<file path="src/rtl/axis_dest_router_if.sv">
// Bundled slave-side and master-side AXI4-Stream signals of axis_dest_router.
// The slave modport is the router's view; the master modport is the surrounding fabric.
interface axis_dest_router_if #(
    parameter int DATA_W = 8,
    parameter int NUM_M  = 3,
    parameter int DEST_W = 2
) ();
    logic                         s_axis_tready;
    logic                         s_axis_tvalid;
    logic [DATA_W-1:0]            s_axis_tdata;
    logic [DATA_W/8-1:0]          s_axis_tkeep;
    logic                         s_axis_tlast;
    logic [DEST_W-1:0]            s_axis_tdest;
    logic [NUM_M-1:0]             m_axis_tready;
    logic [NUM_M-1:0]             m_axis_tvalid;
    logic [NUM_M*DATA_W-1:0]      m_axis_tdata;
    logic [NUM_M*DATA_W/8-1:0]    m_axis_tkeep;
    logic [NUM_M-1:0]             m_axis_tlast;
    logic [NUM_M*DEST_W-1:0]      m_axis_tdest;

    modport slave (
        output s_axis_tready,
        input  s_axis_tvalid, s_axis_tdata, s_axis_tkeep, s_axis_tlast, s_axis_tdest,
        input  m_axis_tready,
        output m_axis_tvalid, m_axis_tdata, m_axis_tkeep, m_axis_tlast, m_axis_tdest
    );

    modport master (
        input  s_axis_tready,
        output s_axis_tvalid, s_axis_tdata, s_axis_tkeep, s_axis_tlast, s_axis_tdest,
        output m_axis_tready,
        input  m_axis_tvalid, m_axis_tdata, m_axis_tkeep, m_axis_tlast, m_axis_tdest
    );
endinterface

</file>
<file path="src/rtl/axis_dest_router.sv">
// AXI4-Stream 1-to-NUM_M packet router steered by TDEST, one output register per port.
// Define AXIS_ROUTER_DROP_EN to discard packets whose TDEST >= NUM_M instead of sending them to the last port.
module axis_dest_router #(
    parameter int DATA_W = 8,
    parameter int NUM_M  = 3,
    parameter int DEST_W = 2
) (
    input  logic              s_axis_aclk,
    input  logic              s_axis_areset,
    axis_dest_router_if.slave bus,
    output logic              decode_err
);
    localparam int                KEEP_W    = DATA_W / 8;
    localparam logic [DEST_W:0]   NUM_M_EXT = (DEST_W + 1)'(NUM_M);
    localparam logic [DEST_W-1:0] LAST_PORT = DEST_W'(NUM_M - 1);

    typedef enum logic [1:0] {
        ST_IDLE  = 2'd0,
        ST_ROUTE = 2'd1,
        ST_DROP  = 2'd2
    } state_t;

    state_t                  state_q, state_d;
    logic [DEST_W-1:0]       route_sel_q, route_sel_d;
    logic                    decode_err_q, decode_err_d;
    logic [NUM_M-1:0]        m_tvalid_q, m_tvalid_d;
    logic [NUM_M*DATA_W-1:0] m_tdata_q, m_tdata_d;
    logic [NUM_M*KEEP_W-1:0] m_tkeep_q, m_tkeep_d;
    logic [NUM_M-1:0]        m_tlast_q, m_tlast_d;
    logic [NUM_M*DEST_W-1:0] m_tdest_q, m_tdest_d;

    logic                    is_head_s, dest_ok_s, head_drop_s, drop_s;
    logic                    tgt_ready_s, s_tready_s, accept_s;
    logic [DEST_W-1:0]       head_sel_s, sel_s;

    // Target selection: head beats decode TDEST, body beats follow the locked route.
    always_comb begin
        is_head_s = (state_q == ST_IDLE);
        dest_ok_s = ({1'b0, bus.s_axis_tdest} < NUM_M_EXT);
        if (dest_ok_s) begin
            head_sel_s = bus.s_axis_tdest;
        end else begin
            head_sel_s = LAST_PORT;
        end
`ifdef AXIS_ROUTER_DROP_EN
        head_drop_s = !dest_ok_s;
`else
        head_drop_s = 1'b0;
`endif
        if (is_head_s) begin
            sel_s  = head_sel_s;
            drop_s = head_drop_s;
        end else begin
            sel_s  = route_sel_q;
            drop_s = (state_q == ST_DROP);
        end
        tgt_ready_s = 1'b0;
        for (int i = 0; i < NUM_M; i++) begin
            tgt_ready_s = tgt_ready_s |
                ((sel_s == DEST_W'(i)) & (!m_tvalid_q[i] | bus.m_axis_tready[i]));
        end
        s_tready_s = !s_axis_areset && (drop_s || tgt_ready_s);
        accept_s   = bus.s_axis_tvalid && s_tready_s;
    end

    // Route FSM next state, route lock and decode error pulse.
    always_comb begin
        state_d      = state_q;
        route_sel_d  = route_sel_q;
        decode_err_d = 1'b0;
        if (accept_s) begin
            case (state_q)
                ST_IDLE: begin
                    route_sel_d  = head_sel_s;
                    decode_err_d = !dest_ok_s;
                    if (bus.s_axis_tlast) begin
                        state_d = ST_IDLE;
                    end else if (head_drop_s) begin
                        state_d = ST_DROP;
                    end else begin
                        state_d = ST_ROUTE;
                    end
                end
                ST_ROUTE, ST_DROP: begin
                    if (bus.s_axis_tlast) begin
                        state_d = ST_IDLE;
                    end else begin
                        state_d = state_q;
                    end
                end
                default: state_d = ST_IDLE;
            endcase
        end else begin
            state_d = state_q;
        end
    end

    // Per-port output registers: drain on ready, a new load wins over a drain.
    always_comb begin
        m_tvalid_d = m_tvalid_q & ~bus.m_axis_tready;
        m_tdata_d  = m_tdata_q;
        m_tkeep_d  = m_tkeep_q;
        m_tlast_d  = m_tlast_q;
        m_tdest_d  = m_tdest_q;
        for (int i = 0; i < NUM_M; i++) begin
            if (accept_s && !drop_s && (sel_s == DEST_W'(i))) begin
                m_tvalid_d[i]                  = 1'b1;
                m_tdata_d[i*DATA_W +: DATA_W]  = bus.s_axis_tdata;
                m_tkeep_d[i*KEEP_W +: KEEP_W]  = bus.s_axis_tkeep;
                m_tlast_d[i]                   = bus.s_axis_tlast;
                m_tdest_d[i*DEST_W +: DEST_W]  = bus.s_axis_tdest;
            end else begin
                m_tvalid_d[i] = m_tvalid_d[i];
            end
        end
    end

    // State and output registers with synchronous reset.
    always_ff @(posedge s_axis_aclk) begin
        if (s_axis_areset) begin
            state_q      <= ST_IDLE;
            route_sel_q  <= {DEST_W{1'b0}};
            decode_err_q <= 1'b0;
            m_tvalid_q   <= {NUM_M{1'b0}};
            m_tdata_q    <= {(NUM_M*DATA_W){1'b0}};
            m_tkeep_q    <= {(NUM_M*KEEP_W){1'b0}};
            m_tlast_q    <= {NUM_M{1'b0}};
            m_tdest_q    <= {(NUM_M*DEST_W){1'b0}};
        end else begin
            state_q      <= state_d;
            route_sel_q  <= route_sel_d;
            decode_err_q <= decode_err_d;
            m_tvalid_q   <= m_tvalid_d;
            m_tdata_q    <= m_tdata_d;
            m_tkeep_q    <= m_tkeep_d;
            m_tlast_q    <= m_tlast_d;
            m_tdest_q    <= m_tdest_d;
        end
    end

    assign bus.s_axis_tready = s_tready_s;
    assign bus.m_axis_tvalid = m_tvalid_q;
    assign bus.m_axis_tdata  = m_tdata_q;
    assign bus.m_axis_tkeep  = m_tkeep_q;
    assign bus.m_axis_tlast  = m_tlast_q;
    assign bus.m_axis_tdest  = m_tdest_q;
    assign decode_err        = decode_err_q;
endmodule

</file>
<file path="src/flat_wrapper.sv">
// flat-port wrapper written by rule: the top's interface ports become plain ports
module axis_dest_router_flat 
#(
    parameter int DATA_W = 8,
    parameter int NUM_M  = 3,
    parameter int DEST_W = 2
)
  (s_axis_aclk, s_axis_areset, decode_err, bus_s_axis_tready, bus_s_axis_tvalid, bus_s_axis_tdata, bus_s_axis_tkeep, bus_s_axis_tlast, bus_s_axis_tdest, bus_m_axis_tready, bus_m_axis_tvalid, bus_m_axis_tdata, bus_m_axis_tkeep, bus_m_axis_tlast, bus_m_axis_tdest);
  axis_dest_router_if #(.DATA_W(DATA_W), .NUM_M(NUM_M), .DEST_W(DEST_W)) bus_i ();
  input  logic s_axis_aclk;
  input  logic s_axis_areset;
  output logic decode_err;
  output wire logic [$bits(bus_i.s_axis_tready)-1:0] bus_s_axis_tready;
  input wire logic [$bits(bus_i.s_axis_tvalid)-1:0] bus_s_axis_tvalid;
  input wire logic [$bits(bus_i.s_axis_tdata)-1:0] bus_s_axis_tdata;
  input wire logic [$bits(bus_i.s_axis_tkeep)-1:0] bus_s_axis_tkeep;
  input wire logic [$bits(bus_i.s_axis_tlast)-1:0] bus_s_axis_tlast;
  input wire logic [$bits(bus_i.s_axis_tdest)-1:0] bus_s_axis_tdest;
  input wire logic [$bits(bus_i.m_axis_tready)-1:0] bus_m_axis_tready;
  output wire logic [$bits(bus_i.m_axis_tvalid)-1:0] bus_m_axis_tvalid;
  output wire logic [$bits(bus_i.m_axis_tdata)-1:0] bus_m_axis_tdata;
  output wire logic [$bits(bus_i.m_axis_tkeep)-1:0] bus_m_axis_tkeep;
  output wire logic [$bits(bus_i.m_axis_tlast)-1:0] bus_m_axis_tlast;
  output wire logic [$bits(bus_i.m_axis_tdest)-1:0] bus_m_axis_tdest;
  assign bus_s_axis_tready = bus_i.s_axis_tready;
  assign bus_i.s_axis_tvalid = bus_s_axis_tvalid;
  assign bus_i.s_axis_tdata = bus_s_axis_tdata;
  assign bus_i.s_axis_tkeep = bus_s_axis_tkeep;
  assign bus_i.s_axis_tlast = bus_s_axis_tlast;
  assign bus_i.s_axis_tdest = bus_s_axis_tdest;
  assign bus_i.m_axis_tready = bus_m_axis_tready;
  assign bus_m_axis_tvalid = bus_i.m_axis_tvalid;
  assign bus_m_axis_tdata = bus_i.m_axis_tdata;
  assign bus_m_axis_tkeep = bus_i.m_axis_tkeep;
  assign bus_m_axis_tlast = bus_i.m_axis_tlast;
  assign bus_m_axis_tdest = bus_i.m_axis_tdest;
  axis_dest_router #(.DATA_W(DATA_W), .NUM_M(NUM_M), .DEST_W(DEST_W)) u_core (.s_axis_aclk(s_axis_aclk), .s_axis_areset(s_axis_areset), .bus(bus_i), .decode_err(decode_err));
endmodule
</file>
<file path="config.mk">
export PLATFORM = sky130hd
export DESIGN_NAME = axis_dest_router_flat
export DESIGN_NICKNAME = d
export VERILOG_FILES = /design/src/rtl/axis_dest_router_if.sv /design/src/rtl/axis_dest_router.sv /design/src/flat_wrapper.sv
export SDC_FILE = /design/constraint.sdc
export NUM_CORES = 1
export LEC_CHECK = 0
export BUFFER_PORTS_ARGS = -buffer_cell sky130_fd_sc_hd__clkbuf_2
export CAP_MARGIN = 10
export CORE_UTILIZATION = 40
export CTS_CLUSTER_SIZE = 14
export DETAILED_ROUTE_END_ITERATION = 16
export PLACE_DENSITY = 0.65
export SETUP_SLACK_MARGIN = 0.3
export SLEW_MARGIN = 20
export SYNTH_ARGS = -nofsm -noshare
export SYNTH_HDL_FRONTEND = slang
export SYNTH_SLANG_ARGS = --single-unit
</file>
<file path="constraint.sdc">
create_clock -name s_axis_aclk -period 2.15 [get_ports s_axis_aclk]
set_input_delay 0.215 -clock s_axis_aclk [delete_from_list [all_inputs] [get_ports s_axis_aclk]]
set_output_delay 0.215 -clock s_axis_aclk [all_outputs]
set_load 0.01 [all_outputs]
</file>
* Word level (Yosys, flattened, before mapping)
Index checks and enable logic that the tools add are counted.
Word-level totals: register bits 44
Operators by class: bitwise logic cells 12, reductions and logical operators 18, multiplexer cells 9, order comparisons 1, eq/ne operators 5
Operators with widths (count):
- $logic_and A1 B1 Y1 | 6
- $logic_not A1 Y1 | 6
- $mux W2 | 3
- $mux W1 | 5
- $or A1 B1 Y1 | 5
- $eq A2 B1 Y1 const B | 2
- $eq A2 B2 Y1 const B | 2
- $logic_not A2 Y1 | 2
- $pmux W2 S2 | 1
- $and A1 B1 Y1 | 3
- $and A3 B3 Y3 | 1
- $not A3 Y3 | 1
- $reduce_or A3 Y1 | 1
- $lt A2 B2 Y1 const B | 1
- $ne A2 B2 Y1 const B | 1
- $not A1 Y1 | 2
- $reduce_and A2 Y1 | 1
- $reduce_or A2 Y1 | 1
- $logic_or A1 B1 Y1 | 1

* Depth between registers and ports, before layout
word-level depth 13, gate-level depth with buffers 6, gate-level depth less buffers 4

* Worst setup path after synthesis
Ideal clock, no wire load.
path kind reg-to-output, start register u_core.state_q[0], end output bus_s_axis_tready, cell stages (with the launch flop) 6, data required time 1.935 ns, slack 0.528 ns, arrival 1.407 ns, cells stage by stage dfxtp_1 -> buf_6 -> mux2i_2 -> mux2i_1 -> a211o_1 -> a21oi_1
Between the ends: longest elaborated chain between the ends 8, elaborated cells on any way between the ends 14
Ends and longest elaborated chain:
- from (decl) | RTL line axis_dest_router.sv:23 | state_t state_q, state_d;
- from (signal assigned) | RTL line axis_dest_router.sv:130 | state_q <= state_d;
- $logic_not A2 Y1 | RTL line axis_dest_router.sv:38 | is_head_s = (state_q == ST_IDLE);
- $mux W2
- $eq A2 B1 Y1 / $logic_not A2 Y1 (equally long branches) | RTL line axis_dest_router.sv:60 | ((sel_s == DEST_W'(i)) & (!m_tvalid_q[i] | bus.m_axis_tready[i]));
- $and A1 B1 Y1 | RTL line axis_dest_router.sv:60
- $or A1 B1 Y1 (2 in a row) | RTL line axis_dest_router.sv:59 | tgt_ready_s = tgt_ready_s |
- $logic_or A1 B1 Y1 (*) | RTL line axis_dest_router.sv:62 | s_tready_s = !s_axis_areset && (drop_s || tgt_ready_s);
- $logic_and A1 B1 Y1 (*) | RTL line axis_dest_router.sv:62
- to (decl) | RTL line flat_wrapper.sv:13 | output wire logic [$bits(bus_i.s_axis_tready)-1:0] bus_s_axis_tready;
Every way passes the cells marked *; elsewhere a longest branch is shown, timed or not.

* Worst setup path after layout
Ends and elaborated chain as after synthesis.

==> metrics list <==
- The number of cells on the worst reg-to-reg path is 6.
* Number of antenna diodes: 0
- Max-slew headroom at the worst pin: 0.7058
* Setup skew after layout: 10.47 ps
- Slew Viols, Final: 0
- The worst register-to-register path ends at u_core.bus.m_axis_tdata[20].
- Pre-CTS WS: 311.0 ps
* Routed len/inst: 12.47 µm
- Least-Margin Pin Slew: 439.8 ps
- Fmax: 562.8 MHz
* Multiplexer fraction of the synthesized cell area: 0.2172
* Deepest clock path buffer count: 2
- Ratio of total power to cell area: 710.0 mW/mm²
- The worst setup path is of the reg -> out kind.
- Signed area change from the synthesized netlist to the final layout: 27.79%
* FF-to-FF setup slack: 430 ps
- Setup violation total in the final timing report: 0
- In this run the cell area of the synthesized design comes to 0.001814 mm².
- Dpl hpwl: 2.471 mm
- Element type at the critical path start: flip-flop
- Of the total synthesized cell area, the portion taken by full adders, half adders and majority gates is 0.
- The worst register-to-register path begins at u_core.state_q[0].
- Die width: 69.35 µm
- Compound-cell area share of the yosys netlist: 0.07586
* Die Span Y: 69.35 µm
- The initial utilization of the core area, before any placement, comes to 0.4167.
- Final critical-path share of the clock period: 0.8264
- Placeable Area: 0.004354 mm²
* Maximum number of pins on one net before global-route repair: 44
- Summed over all layers, the routed wires come to 3.592 mm.
- Adding up every negative setup slack in the final design gives 0 ps.
* CP endpoint kind: output pin
* Gpl congestion: 0.7163
- Number of endpoints with negative hold slack in the final report: 0
- The final route contains 1334 vias.
- The count of nets left with antenna violations once routing finished came out at 0.
- Leftover overflow at the end of global routing: 0
- In the layout the commonest cells are 58 x clkbuf_2, 42 x dfxtp_1, 37 x mux2i_1, 28 x nand2b_1, 14 x nor2_1.
- Dividing the detail-routed via count by the number of cells gives 4.632.
* Share of power burned in the clock network: 0.321
- Clock tree synthesis found a total of 43 sinks.
- Post-route DRC: 0
* Leakage power summed over all cells: 0.001225 µW
- Area enclosed by the die boundary: 0.004809 mm²
- Of the total power, the share spent switching nets is 0.2552.
* Fraction of final layout cells with drive strength greater than 1: 0.3814
* I/O pins: 59
- Yosys reg bits: 43
- Row count: 24
- In this run the number of H-tree levels came out at 2.
- Data on the critical path is required at its endpoint by 1930 ps.
* Synth cell types: 25
- Simple logic cell fraction of the synthesized area: 0.1703
* Count of input and output buffers: 58
- Final setup margin: 373.2 ps
- The worst-case IR drop observed on VDD is 0.5195 mV.
- The library cell used most frequently in the layout, excluding fill and tap cells, is clkbuf_2.
- Synthesis produced a netlist with a net count of 184.
* Post-layout min period: 1777 ps
* Wire length of the first global-routing pass: 6.244 mm
- Summing internal, switching and leakage power gives 1646 µW.
- Of the total synthesized cell area, the portion taken by XOR and XNOR cells is 0.
- The first detailed-routing pass took 4 iterations.
* Vias in the first global route: 1353
* Worst EP arrival: 1560 ps
- Max-cap violations in this run came to 0.
- In this run, the number of DRC markers left after iteration 0 of detailed routing was 68.
- After clock tree synthesis, the clock-pin slew on the worst setup and hold paths is 80 ps.
- Seq pwr share: 0.526
* Status: finished, final reports clean
* End of the critical path: bus_s_axis_tready
- Synthesized area divided by synthesized cell count: 10.93 µm²
- Largest family of logic cells by synthesized area: multiplexers
- For this design, the CTS-stage hold fixing added 0 buffers.
- Worst skew pair latency: 290 ps
* Combinational share of power: 0.153
- HP Class: in -> reg
* Internal power consumption: 1226 µW
- Clock tree synthesis inserted a total of 5 buffers.
- Setup repair after global routing left no endpoint under its margin.
- The tree is rooted in a clkbuf_8.
* Count of nets after finishing: 253
* Clock tree from TritonCTS: yes
* Combined global-route utilization of all metal layers: 0.1639
- Number of filler instances in the final layout: 398
* Initial antenna violation count: 0
- Tracing the worst setup path back leads to its startpoint at u_core.state_q[0].
- In this run the power spent charging and discharging nets is 420.2 µW.
* Worst-path maximum fanout: 4
* Cells after synthesis: 166
- Fraction of the yosys area taken by sequential cells: 0.4745
* Synth Warn #: 0
==> per-layer routing <==
layer | vias to the layer above | global-route usage | wire length (µm)
met5 | - | 0 | 0
met4 | 0 | 0.07483 | 68
met2 | 44 | 0.2557 | 1592
met3 | 6 | 0.05087 | 242
li1 | 680 | - | -
met1 | 604 | 0.2070 | 1689
==> critical path, cell delays in order, from the launching register on <==
cell and delay, ps:
dfxtp_4 390, mux2i_4 250, mux2i_2 110, a211o_1 240
a21oi_1 130, clkbuf_2 150
==> logic make-up after synthesis <==
group,Yosys count
flip-flops,43
AO/OA/AOI/OAI,13
AND/OR/NAND/NOR,49
buffers and inverters,22
multiplexers,39
==> power by group through the flow <==
| stage | Sequential, µW | Clock (µW) | Combinational (µW) |
|---|---|---|---|
| 2_1_floorplan | 895 | 0 | 140 |
| 3_3_place_gp | 887 | 0 | 228 |
| 3_5_place_dp | 886 | 0 | 231 |
| 4_1_cts | 865 | 553 | 244 |
| 5_1_grt | 872 | 587 | 275 |
| 6_report | 866 | 529 | 252 |
==> final cells by class <==
type / instances / area (µm²) / share of cell area
Tap cell: 52 / 65.06 / 0.02806
Multi-Input combinational cell: 101 / 860.8 / 0.3713
Inverter: 14 / 52.55 / 0.02267
Clock inverter: 1 / 8.758 / 0.003778
Clock buffer: 7 / 86.33 / 0.03724
Sequential cell: 43 / 864.6 / 0.3729
Timing Repair Buffer: 70 / 380.4 / 0.1641
==> registers in the layout (all words and copies together), names as in the netlist <==
signal / flops
u_core.bus.m_axis_tdata: 24
u_core.bus.m_axis_tkeep: 3
u_core.decode_err: 1
u_core.route_sel_q: 2
u_core.bus.m_axis_tvalid: 3
u_core.bus.m_axis_tdest: 6
u_core.state_q: 1
u_core.bus.m_axis_tlast: 3
==> through the flow <==
step | hold slack (ps) | util | instances | area [µm²]
5_1_grt | 131.3 | 0.5325 | 288 | 2318
2_1_floorplan | 312.7 | - | 166 | 1814
6_report | 123.9 | 0.5325 | 288 | 2318
3_5_place_dp | 449.5 | 0.4966 | 275 | 2162
3_3_place_gp | 446.0 | 0.4966 | 275 | 2162
4_1_cts | 120.6 | 0.5244 | 286 | 2283
==> cell usage after synthesis <==
library cell	n	area share
inv_1	13	0.027
a211oi_2	1	0.0069
nand2b_4	2	0.015
mux2i_1	38	0.21
nand3b_4	1	0.011
o21bai_1	1	0.0041
nand2b_1	28	0.097
dfxtp_1	43	0.47
and2b_1	1	0.0041
a21oi_1	3	0.0083
nor2b_4	1	0.0076
mux2i_2	1	0.0076
o21ai_1	1	0.0028
a211oi_4	1	0.011
nor2b_1	1	0.0035
o22a_1	1	0.0048
nor4_1	1	0.0035
inv_2	1	0.0021
o211ai_4	2	0.023
a21oi_2	1	0.0048
a211o_1	2	0.0097
clkbuf_1	3	0.0062
buf_1	1	0.0021
buf_6	4	0.025
nor2_1	14	0.029
==> worst min-delay path by stage <==
stage | from | endpoint | depth (start not counted)
floorplan | bus_s_axis_tlast | u_core.state_q[0] | 1
global placement | bus_s_axis_tlast | u_core.state_q[0] | 2
detailed placement | bus_s_axis_tlast | u_core.state_q[0] | 2
CTS | bus_s_axis_tlast | u_core.state_q[0] | 2
global route | bus_s_axis_tlast | u_core.state_q[0] | 2
finish | bus_s_axis_tlast | u_core.state_q[0] | 2
==> what timing repair did <==
action	in CTS	in global routing
buffers inserted	3	2
pin swaps	0	0
setup endpoints to repair	2	1
resized for setup	2	3
Note: power is estimated with default switching activity, not from simulation.
